**config.mk**
```make
export PLATFORM = sky130hd
export DESIGN_NAME = pixel_packer
export DESIGN_NICKNAME = d
export VERILOG_FILES = /design/src/rtl/pixel_packer.sv
export SDC_FILE = /design/constraint.sdc
export NUM_CORES = 1
export LEC_CHECK = 0
export CORE_MARGIN = 2
export CORE_UTILIZATION = 45
export CTS_BUF_LIST = sky130_fd_sc_hd__clkbuf_8
export DETAILED_ROUTE_END_ITERATION = 16
export GPL_TIMING_DRIVEN = 0
export PLACE_DENSITY = 0.69
export SYNTH_ARGS = -nofsm -noshare
export SYNTH_HDL_FRONTEND = slang
export SYNTH_SLANG_ARGS = --single-unit
```
**constraint.sdc**
```tcl
create_clock -name clk -period 12.8 [get_ports clk]
set_clock_uncertainty 0.05 [all_clocks]
set_input_delay 3.2 -clock clk [delete_from_list [all_inputs] [get_ports clk]]
set_output_delay 3.2 -clock clk [all_outputs]
set_load 0.05 [all_outputs]
```
**src/rtl/pixel_packer.sv**
```systemverilog
// pixel_packer: packs PIXEL_W-bit shade values into DATA_W-bit AXI4-Stream words.
// sof_in is carried on tuser and eol_in on tlast. A first-word-fall-through FIFO
// with a registered head entry absorbs consumer backpressure, because upstream
// cannot be stalled. When the FIFO is full an incoming word is dropped and a
// sticky overflow flag is set.
// Optional build macro PIXEL_PACKER_STATS_EN adds the frame_count and drop_count outputs.
module pixel_packer #(
  parameter int unsigned PIXEL_W    = 8,
  parameter int unsigned DATA_W     = 32,
  parameter int unsigned FIFO_DEPTH = 16
) (
  input  logic                          clk,
  input  logic                          rst_gen,
  input  logic [PIXEL_W-1:0]            shade_in,
  input  logic                          valid_in,
  input  logic                          sof_in,
  input  logic                          eol_in,
  output logic [DATA_W-1:0]             m_axis_tdata,
  output logic                          m_axis_tvalid,
  input  logic                          m_axis_tready,
  output logic                          m_axis_tuser,
  output logic                          m_axis_tlast,
  input  logic                          ovf_clr,
  output logic                          overflow,
  output logic                          proto_err,
  output logic [$clog2(FIFO_DEPTH):0]   fifo_level
`ifdef PIXEL_PACKER_STATS_EN
  ,
  output logic [15:0]                   frame_count,
  output logic [15:0]                   drop_count
`endif
);

  localparam int unsigned PPW    = DATA_W / PIXEL_W;
  localparam int unsigned LANE_W = (PPW > 1) ? $clog2(PPW) : 1;
  localparam int unsigned PTR_W  = $clog2(FIFO_DEPTH);
  localparam int unsigned CNT_W  = PTR_W + 1;

  typedef struct packed {
    logic              tuser;
    logic              tlast;
    logic [DATA_W-1:0] data;
  } entry_t;

  // Pack stage state
  logic [LANE_W-1:0] lane_q, lane_d;
  logic [DATA_W-1:0] acc_q, acc_d;
  logic              acc_sof_q, acc_sof_d;

  // FIFO state: head register feeds the stream, mem holds the words behind it
  entry_t            mem_q [FIFO_DEPTH];
  entry_t            out_q, out_d;
  logic              out_vld_q, out_vld_d;
  logic [PTR_W-1:0]  rd_ptr_q, rd_ptr_d;
  logic [PTR_W-1:0]  wr_ptr_q, wr_ptr_d;
  logic [CNT_W-1:0]  count_q, count_d;
  logic              overflow_q, overflow_d;
  logic              proto_err_q, proto_err_d;

  logic [LANE_W-1:0] eff_lane;
  logic [DATA_W-1:0] base_acc;
  logic [DATA_W-1:0] acc_w;
  logic              word_sof;
  logic              sof_err;
  logic              push;
  entry_t            push_entry;
  logic              full;
  logic              pop;
  logic              accept;
  logic              drop;
  logic              head_free;
  logic [CNT_W-1:0]  mem_cnt;
  logic              mem_we;

  // Pack stage: place the pixel in its lane, decide word completion
  always_comb begin
    eff_lane  = lane_q;
    base_acc  = acc_q;
    sof_err   = 1'b0;
    lane_d    = lane_q;
    acc_d     = acc_q;
    acc_sof_d = acc_sof_q;
    // A frame start with a partial word pending discards that word
    if (sof_in && (lane_q != '0)) begin
      eff_lane = '0;
      base_acc = '0;
      sof_err  = valid_in;
    end
    acc_w = base_acc;
    for (int k = 0; k < int'(PPW); k++) begin
      if (LANE_W'(k) == eff_lane) begin
        acc_w[k*PIXEL_W +: PIXEL_W] = shade_in;
      end
    end
    word_sof   = (eff_lane == '0) ? sof_in : acc_sof_q;
    push       = valid_in & ((eff_lane == LANE_W'(PPW - 1)) | eol_in);
    push_entry = '{tuser: word_sof, tlast: eol_in, data: acc_w};
    if (valid_in) begin
      if (push) begin
        lane_d    = '0;
        acc_d     = '0;
        acc_sof_d = 1'b0;
      end else begin
        lane_d    = eff_lane + LANE_W'(1);
        acc_d     = acc_w;
        acc_sof_d = word_sof;
      end
    end
  end

  // FIFO control: refill the head from mem first, else straight from the pack stage
  always_comb begin
    full      = (count_q == CNT_W'(FIFO_DEPTH));
    pop       = out_vld_q & m_axis_tready;
    accept    = push & (~full | pop);
    drop      = push & full & ~pop;
    mem_cnt   = count_q - CNT_W'(out_vld_q);
    head_free = ~out_vld_q | pop;
    out_vld_d = out_vld_q;
    out_d     = out_q;
    rd_ptr_d  = rd_ptr_q;
    wr_ptr_d  = wr_ptr_q;
    mem_we    = 1'b0;
    if (head_free) begin
      if (mem_cnt != '0) begin
        out_vld_d = 1'b1;
        out_d     = mem_q[rd_ptr_q];
        rd_ptr_d  = rd_ptr_q + PTR_W'(1);
      end else if (accept) begin
        out_vld_d = 1'b1;
        out_d     = push_entry;
      end else begin
        out_vld_d = 1'b0;
      end
    end
    if (accept && !(head_free && (mem_cnt == '0))) begin
      mem_we   = 1'b1;
      wr_ptr_d = wr_ptr_q + PTR_W'(1);
    end
    count_d = count_q + CNT_W'(accept) - CNT_W'(pop);
  end

  // Sticky flags: a set event in the same cycle overrides the clear
  always_comb begin
    overflow_d  = ovf_clr ? 1'b0 : overflow_q;
    proto_err_d = ovf_clr ? 1'b0 : proto_err_q;
    if (drop)    overflow_d  = 1'b1;
    if (sof_err) proto_err_d = 1'b1;
  end

  // State registers
  always_ff @(posedge clk or negedge rst_gen) begin
    if (!rst_gen) begin
      lane_q      <= '0;
      acc_q       <= '0;
      acc_sof_q   <= 1'b0;
      out_q       <= '0;
      out_vld_q   <= 1'b0;
      rd_ptr_q    <= '0;
      wr_ptr_q    <= '0;
      count_q     <= '0;
      overflow_q  <= 1'b0;
      proto_err_q <= 1'b0;
    end else begin
      lane_q      <= lane_d;
      acc_q       <= acc_d;
      acc_sof_q   <= acc_sof_d;
      out_q       <= out_d;
      out_vld_q   <= out_vld_d;
      rd_ptr_q    <= rd_ptr_d;
      wr_ptr_q    <= wr_ptr_d;
      count_q     <= count_d;
      overflow_q  <= overflow_d;
      proto_err_q <= proto_err_d;
    end
  end

  // FIFO storage; contents are only meaningful under the pointers, so no reset
  always_ff @(posedge clk) begin
    if (mem_we) mem_q[wr_ptr_q] <= push_entry;
  end

  assign m_axis_tdata  = out_q.data;
  assign m_axis_tuser  = out_q.tuser;
  assign m_axis_tlast  = out_q.tlast;
  assign m_axis_tvalid = out_vld_q;
  assign fifo_level    = count_q;
  assign overflow      = overflow_q;
  assign proto_err     = proto_err_q;

`ifdef PIXEL_PACKER_STATS_EN
  logic [15:0] frame_cnt_q, frame_cnt_d;
  logic [15:0] drop_cnt_q, drop_cnt_d;

  // Saturating frame and drop counters
  always_comb begin
    frame_cnt_d = frame_cnt_q;
    drop_cnt_d  = drop_cnt_q;
    if (pop && out_q.tuser && (frame_cnt_q != 16'hFFFF)) frame_cnt_d = frame_cnt_q + 16'd1;
    if (drop && (drop_cnt_q != 16'hFFFF))                drop_cnt_d  = drop_cnt_q + 16'd1;
  end

  // Counter registers
  always_ff @(posedge clk or negedge rst_gen) begin
    if (!rst_gen) begin
      frame_cnt_q <= '0;
      drop_cnt_q  <= '0;
    end else begin
      frame_cnt_q <= frame_cnt_d;
      drop_cnt_q  <= drop_cnt_d;
    end
  end

  assign frame_count = frame_cnt_q;
  assign drop_count  = drop_cnt_q;
`endif

endmodule

```
---- Yosys cells after proc, flatten, opt, wreduce, memory -nomap -nowiden ----
Memory sizes are Yosys's and may differ from the RTL's.
Index checks and enable logic that the tools add are counted.
word-level totals
  memories kept ........................... 1
  output and inout port bits .............. 42
  RAM bits ................................ 544
  bits in registers ....................... 85
memory list
  memory  depth  width  rd ports  clocked after memory_dff  wr ports  RTL line  text
  mem_q   16     34     1         0                         1         51        entry_t mem_q [FIFO_DEPTH];
cells by class
  reductions and logical operators ........ 13
  bitwise gates (word level) .............. 11
  muxes and demuxes ....................... 21
  add/sub/neg operators ................... 6
  equal/unequal tests ..................... 5
operator list
  operator               number
  $mux W34               2
  $mux W32               2
  $mux W8                4
  $mux W1                11
  $sub A5 B1 Y5          2
  $add A4 B1 Y4 const B  2
  $reduce_bool A2 Y1     4
  $add A5 B1 Y5          1
  $and A1 B1 Y1          5
  $eq A5 B5 Y1 const B   1
  $logic_not A5 Y1       1
  $reduce_bool A5 Y1     1
  $eq A2 B2 Y1 const A   2
  $mux W2                2
  $reduce_and A2 Y1      2
  $logic_and A1 B1 Y1    3
  $not A1 Y1             3
  $or A1 B1 Y1           3
  $add A2 B1 Y2 const B  1
  $eq A1 B2 Y1 const A   1
  $eq A2 B2 Y1 const B   1
  $logic_not A2 Y1       1
  $logic_not A1 Y1       1

---- Longest topological paths before layout ----
Gate-level depths: netlist (run 1).
  depth in word-level cells ............... 11
  depth in mapped cells ................... 17

---- Worst setup path after synthesis (run 1) ----
Ideal clock, no wire load.
  path type ............................... in2reg
  from .................................... in sof_in
  to ...................................... mem mem_q[3][0] (netlist bit) (enable)
  stages on the path ...................... 8
  setup slack ............................. 5606 ps
  buffers on the path ..................... 2
  arrival ................................. 6676 ps
  data required time ...................... 12283 ps
  setup time .............................. 467 ps
  cells stage by stage .................... nor2b_1 > ha_1 > clkbuf_2 > o21ai_0 > nor2b_1 > buf_6 > nand3_1 > nor3_1
on the way
  word-level cells in the longest chain between the ends .. 10
ends and longest elaborated chain
  item                           RTL line  text
  start, declared                16        input logic sof_in,
  $logic_and A1 B1 Y1            84        if (sof_in && (lane_q != '0)) begin
  $mux W2                        84
  $eq A2 B2 Y1                   96        push = valid_in & ((eff_lane == LANE_W'(PPW - 1)) | eol_in);
  $or A1 B1 Y1                   96
  $and A1 B1 Y1                  96
  $and A1 B1 Y1                  115       accept = push & (~full | pop);
  $logic_and A1 B1 Y1            136       if (accept && !(head_free && (mem_cnt == '0))) begin
  $mux W1                        136
  $mux W1                        180       if (mem_we) mem_q[wr_ptr_q] <= push_entry;
  $mux W1 (not written as such)  180
  end, declared                  51
Every way passes these cells.

---- Worst setup path in the final report (run 1) ----
  from .................................... in sof_in
  to ...................................... mem mem_q[3][10] (netlist bit) (enable)
The elaborated chain is that of the path after synthesis.

==> out/qor.csv, run 1 <==
stage;metric;value;unit
die;DIE HEIGHT;238;um
power;Leakage;9.68;nW
detailed_routing;Final ANT Viol Nets;0;
die;Die ar.;56600;um2
timing;Final Cycle Share;52.2;%
clock_tree;clock sink total;629;
timing;final setup violating endpoints;0;
critical_path;launch point of the worst reg-to-reg path;lane_q[0];
yosys;Mapped Area;24600;um2
clock_tree;TritonCTS Buffers;97;
grt;number of global-route vias before repair;13900;
critical_path;reg2reg end;mem_q[3][10];
critical_path;r2r setup slk;8.87;ns
yosys;Commonest cells post-synth;edfxtp_1 (544), mux4_2 (136), dfrtp_1 (85);
yosys;share of the synthesized area in the top cell type;66.3;%
timing;Slew headroom;3.47;%
critical_path;CP startpoint;sof_in;
place;routability cong.;0.797;
clock_tree;CTS tree;built;
grt;gr usage total;20.0;%
critical_path;Critical Path Start Type;primary input;
critical_path;CP peak stage delay;0.97;ns
yosys;Synth Warn #;0;
cells_and_area;# nets final;1499;
critical_path;CP Class;in2reg;
place;DP HPWL;36300;um
die;Core Area;53900;um2
run_status;status;completed;
cells_and_area;layout cells sized above 1;23.8;%
die;num ports;57;
yosys;Cells after Synth;1255;
timing;final slew viol count;0;
grt;gr ovfl total;0;
clock_tree;Worst-Skew Late Latency;0.66;ns
cells_and_area;number of fill cells in the layout;4178;
timing;setup_tns;0;ns
yosys;Post-synth ARST share;13.5;%
cells_and_area;Layout area overhead;16.3;%
clock_tree;Post-CTS Setup Inserts;0;
timing;Final Critical Period;6.68;ns
yosys;syn_area_per_cell;19.6;um2
grt;first-pass GRT wire length;83700;um
yosys;register area share after synthesis;74.9;%
place;Placed Area;26800;um2
detailed_routing;Initial DRC Count;1364;
grt;largest net degree at the start of global routing;58;
critical_path;CP Max Fanout;10;
power;VDD IR max;0.148;mV
detailed_routing;routed vias/inst;5.82;
clock_tree;H-tree Lvls;3;
yosys;Post-synth EDFFs;544;
yosys;area leader, netlist;edfxtp_1;
yosys;#FFs+latches synth;629;
grt;initial antenna violation count;1;
cells_and_area;area occupied by registers;18500;um2
timing;Least-Margin Pin Slew;1.44;ns
critical_path;Worst setup EP type;register;
hold_path;worst hold-check path type;reg2reg;
cells_and_area;area of the multi-input gates;5660;um2
detailed_routing;routed length per instance;24.6;um
timing;RSZ-0062 raised after global routing;false;
clock_tree;Root Driver;clkbuf_8;
place;IO Port Bufs;56;
cells_and_area;final instance area;28600;um2
detailed_routing;DRT Wirelength;55100;um
yosys;Synth Flop Type;edfxtp_1;
critical_path;Worst R2R Path Depth;10;
detailed_routing;Post-route DRC;0;
yosys;top cells by area, synth;edfxtp_1 (66%), mux4_2 (12%), dfrtp_1 (8.6%);
critical_path;CP max stage cell;nor3_2;
critical_path;crit path DAT;6.98;ns
critical_path;Setup crit end;mem_q[3][10];
power;Pwr Density;206;nW/um2
detailed_routing;via count;13100;
yosys;Unique masters post-synth;44;
yosys;Post-Syn Nets;1290;
timing;Peak Freq;150;MHz
die;starting density of the core;45.7;%
clock_tree;Clk pin slew, worst setup/hold paths;0.06;ns
critical_path;Worst Path Required;13.10;ns
clock_tree;CTS Buffer Depth;3;
clock_tree;hold_buf cts;0;
timing;final hold vios;0;
die;die width;238;um
clock_tree;post-cts sizing count;0;
detailed_routing;1st-pass router iterations;5;
yosys;most common cell in the netlist;edfxtp_1;
job;max-cap viol count;0;
critical_path;crit path cell chain;clkdlybuf4s50_1 -> nor2b_1 -> ha_1 -> clkbuf_2 -> o21ai_0 -> nor2b_1 -> buf_6 -> nand3_1 -> nor3_2 -> buf_4 -> buf_6;
die;Rows;85;
==> routing by layer <==
| metal | wire (um) | vias up | GRT usage [%] |
|---|---|---|---|
| li1 | - | 5557 | - |
| met1 | 23000 | 6835 | 27.3 |
| met2 | 26600 | 563 | 32.4 |
| met3 | 4190 | 101 | 3.96 |
| met4 | 1280 | 0 | 6.88 |
| met5 | 0 | - | 0 |
==> worst max-delay path, delay by kind of cell <==
family                     cells  cell delay [ns]
buffers and inverters          5             1.55
adders and majority gates      1             0.20
AOI/OAI and AO/OA              1             0.17
and+or+nand+nor                4             1.84
==> flip-flops by register name, summed over array words and instances (netlist names) <==
register       flops
proto_err          1
acc_q             32
overflow           1
fifo_level         5
mem_q            544
wr_ptr_q           4
m_axis_tvalid      1
m_axis_tdata      32
lane_q             2
m_axis_tlast       1
rd_ptr_q           4
acc_sof_q          1
m_axis_tuser       1
==> power breakdown <==
part           total (W)  internal, W  switching [W]  leakage, nW
Sequential       0.00249      0.00241      0.0000803         6.04
Combinational    0.00186     0.000779        0.00108         2.53
Clock            0.00154     0.000784       0.000752         1.11
Total            0.00589      0.00398        0.00191         9.68
==> how the worst min path moves through the flow <==
stage / start / endpoint / cells after the start
3_5_place_dp: acc_q[28] / acc_q[28] / 1
5_1_grt: acc_q[8] / acc_q[8] / 1
4_1_cts: acc_sof_q / acc_sof_q / 1
3_3_place_gp: acc_sof_q / acc_sof_q / 1
2_1_floorplan: acc_sof_q / acc_sof_q / 1
6_report: acc_sof_q / acc_sof_q / 1
==> cell type report <==
type | count | area share [%]
multi-input combinational | 502 | 19.8
tap | 696 | 3.04
inverter | 49 | 0.686
antenna | 1 | 0.00874
clock buffer | 110 | 5.29
buffer | 75 | 1.47
timing repair buffer | 110 | 4.24
sequential | 629 | 64.5
clock inverter | 72 | 1.03
==> kinds of logic (layout without fill, tap and decap cells) <==
logic type,Yosys count,after routing,share of synthesized area [%]
flops,629,629,74.9
fa+ha+maj,20,20,1.05
other cells,0,1,0
xor+xnor,12,12,0.427
simple gates,118,118,2.15
buf+inv,124,416,2.50
mux,139,139,12.6
compound gates,213,213,6.35
==> layout by cell type, fill, tap and decap left out, drive strengths merged <==
cell           synthesis  final
o2bb2ai               35     35
a21bo                  1      1
nor2b                  5      5
xor2                   3      3
buf                   37     92
fa                     1      1
or3                    1      1
edfxtp               544    544
a221o                 34     34
nand3                  8      8
ha                    19     19
nand4                  1      1
o21ai                 35     35
nor3                   4      4
xnor2                  9      9
o22ai                  2      2
mux4                 136    136
nand2b                 4      4
mux2i                  1      1
diode                  0      1
clkinv                 1     23
nor2                  21     21
and3                   2      2
or4                    1      1
nand2                 68     68
or2b                   1      1
o2111a                 1      1
mux2                   2      2
clkdlybuf4s50          0     55
and2                   2      2
a21oi                 36     36
dfrtp                 85     85
clkinvlp               0      2
a21boi                 1      1
a22oi                 68     68
inv                   48     96
clkbuf                38    148
==> stage by stage <==
step | std cells | hold WS (ns) | total power, W | setup slack, ns | utilization [%]
finish | 2244 | 0.435 | 0.00589 | 6.12 | 53.1
global route | 2244 | 0.450 | 0.00616 | 5.94 | 53.1
CTS | 2243 | 0.439 | 0.00595 | 6.18 | 53.1
detailed placement | 2061 | 0.424 | 0.00441 | 5.50 | 49.8
global placement | 2007 | 0.419 | 0.00434 | 2.30 | 48.3
floorplan | 1255 | 0.404 | 0.00381 | 5.61 | -
Power figures use the tool's default switching activity.
==> run 2: changes to the inputs <==
Settings changed: PLACE_DENSITY 0.69 to 0.71.
Clock period 12.8 ns to 5.65 ns, I/O delays scaled along.
==> out/qor.csv, run 2 (synthesis results as in run 1) <==
stage;metric;value;unit
die;Core Area;53900;um2
critical_path;Worst Path Required;5.98;ns
critical_path;Buf+Inv Stages, Crit Path;5;
power;overall power;0.0135;W
critical_path;Crit path max-delay family;simple AND/OR/NAND/NOR gates;
cells_and_area;Layout area overhead;16.3;%
critical_path;CP peak stage delay;0.87;ns
clock_tree;CTS Buffer Depth;3;
critical_path;Worst setup EP type;register;
die;starting density of the core;45.7;%
cells_and_area;number of fill cells in the layout;4057;
critical_path;r2r setup slk;2.06;ns
die;die width;238;um
power;Combinational Power Share;31.4;%
timing;final setup violating endpoints;0;
power;Leakage;9.65;nW
power;Pwr Density;470;nW/um2
timing;final slew viol count;0;
clock_tree;Clk pin slew, worst setup/hold paths;0.06;ns
hold_path;hold path startpoint;acc_q[2];
timing;RSZ-0062 raised after global routing;false;
power;cell-internal power;0.00907;W
critical_path;Worst R2R Path Depth;10;
place;DP HPWL;36300;um
clock_tree;TritonCTS Buffers;97;
place;routability cong.;0.815;
grt;first-pass GRT wire length;84400;um
power;Clock power frac;26.6;%
detailed_routing;Final ANT Viol Nets;0;
critical_path;reg2reg end;mem_q[1][18];
die;Rows;85;
die;num ports;57;
cells_and_area;area of the multi-input gates;5660;um2
timing;final hold vios;0;
clock_tree;Worst-Skew Late Latency;0.69;ns
die;DIE HEIGHT;238;um
power;Switching Fraction;32.7;%
critical_path;CP Class;in2reg;
power;P_sw;0.00440;W
critical_path;crit path DAT;4.87;ns
critical_path;launch point of the worst reg-to-reg path;lane_q[0];
timing;Min Hold Slack;0.439;ns
cells_and_area;# nets final;1499;
timing;Least-Margin Pin Slew;1.38;ns
clock_tree;clock sink total;629;
cells_and_area;Finished Layout Cells;2245;
timing;setup_tns;0;ns
job;max-cap viol count;0;
detailed_routing;Initial DRC Count;1538;
hold_path;Min-Delay Path Depth;1;
detailed_routing;via count;13100;
critical_path;crit path cell chain;clkdlybuf4s50_1 -> nor2b_1 -> ha_1 -> clkbuf_2 -> o21ai_0 -> nor2b_1 -> buf_6 -> nand3_1 -> nor3_2 -> buf_8 -> buf_6;
die;Die ar.;56600;um2
power;Seq pwr share;42.0;%
cells_and_area;area occupied by registers;18500;um2
hold_path;worst hold-check path type;reg2reg;
cells_and_area;final core occ;53.2;%
grt;gr ovfl total;0;
grt;number of global-route vias before repair;13700;
clock_tree;Root Driver;clkbuf_8;
clock_tree;CTS tree;built;
grt;largest net degree at the start of global routing;64;
timing;Final Critical Period;4.55;ns
clock_tree;Post-CTS Setup Inserts;0;
detailed_routing;DRT Wirelength;55600;um
cells_and_area;most common cell after layout, fill and taps aside;edfxtp_1;
hold_path;Min-Delay Endpoint;acc_q[2];
detailed_routing;routed length per instance;24.8;um
detailed_routing;routed vias/inst;5.82;
clock_tree;hold_buf cts;0;
power;VDD IR max;0.352;mV
cells_and_area;layout cells sized above 1;24.2;%
grt;initial antenna violation count;3;
cells_and_area;max reg flops;544;
critical_path;CP max stage cell;nor3_2;
place;dpl cells;2061;
critical_path;CP Max Fanout;10;
timing;Slew headroom;7.53;%
cells_and_area;largest register by flop count;mem_q;
run_status;status;completed;
critical_path;Critical Path Start Type;primary input;
timing;Final Cycle Share;80.5;%
detailed_routing;1st-pass router iterations;5;
timing;Peak Freq;220;MHz
detailed_routing;Post-route DRC;0;
grt;gr usage total;20.2;%
cells_and_area;commonest cells after routing, fill and taps aside;edfxtp_1 (544), mux4_2 (136), clkbuf_8 (106);
place;IO Port Bufs;56;
clock_tree;H-tree Lvls;3;
clock_tree;post-cts sizing count;0;
[run 2: cell types whose count changed in the layout (fill, tap and decap cells not counted), sizes merged]
cell,delta
bufinv,+2
clkbuf,-4
clkinv,+8
clkinvlp,+1
diode,+1
inv,-7
[run 2: worst max-delay path by stage]
stage	from	endpoint	slack (ns)	cells past startpoint
2_1_floorplan	sof_in	mem_q[3][0]	0.24	8
3_3_place_gp	sof_in	mem_q[3][12]	-2.97	9
3_5_place_dp	sof_in	mem_q[1][14]	0.42	11
4_1_cts	sof_in	mem_q[1][21]	1.16	11
5_1_grt	sof_in	mem_q[3][22]	0.96	11
6_report	sof_in	mem_q[1][18]	1.10	11
[run 2: through the flow]
step                      instance area, um2  setup WS, ns
final                                  28700          1.10
after global routing                   28700         0.962
after CTS                              28700          1.16
after detailed placement               26800         0.424
after global placement                 26100         -2.97
after floorplan                        24600         0.244
[run 2: metal layers]
layer | wire [um] | track usage, %
met3 | 4940 | 4.45
met2 | 26700 | 32.2
met5 | 0 | 0
met1 | 22500 | 27.9
met4 | 1400 | 6.78
[run 2: power groups by stage]
stage / registers, W / logic, W / clock network [W]
final: 0.00566 / 0.00423 / 0.00358
after global routing: 0.00569 / 0.00452 / 0.00386
after CTS: 0.00566 / 0.00427 / 0.00364
after detailed placement: 0.00575 / 0.00425 / 0
after global placement: 0.00577 / 0.00407 / 0
after floorplan: 0.00618 / 0.00245 / 0
[run 2: area by class of cell]
| class | instances | share of cell area [%] |
|---|---|---|
| Clock inverter | 76 | 1.35 |
| Antenna cell | 2 | 0.0175 |
| Buffer | 75 | 1.47 |
| Multi-Input combinational cell | 502 | 19.8 |
| Clock buffer | 106 | 5.09 |
| Inverter | 49 | 0.685 |
| Sequential cell | 629 | 64.4 |
| Tap cell | 696 | 3.04 |
| Timing Repair Buffer | 110 | 4.17 |
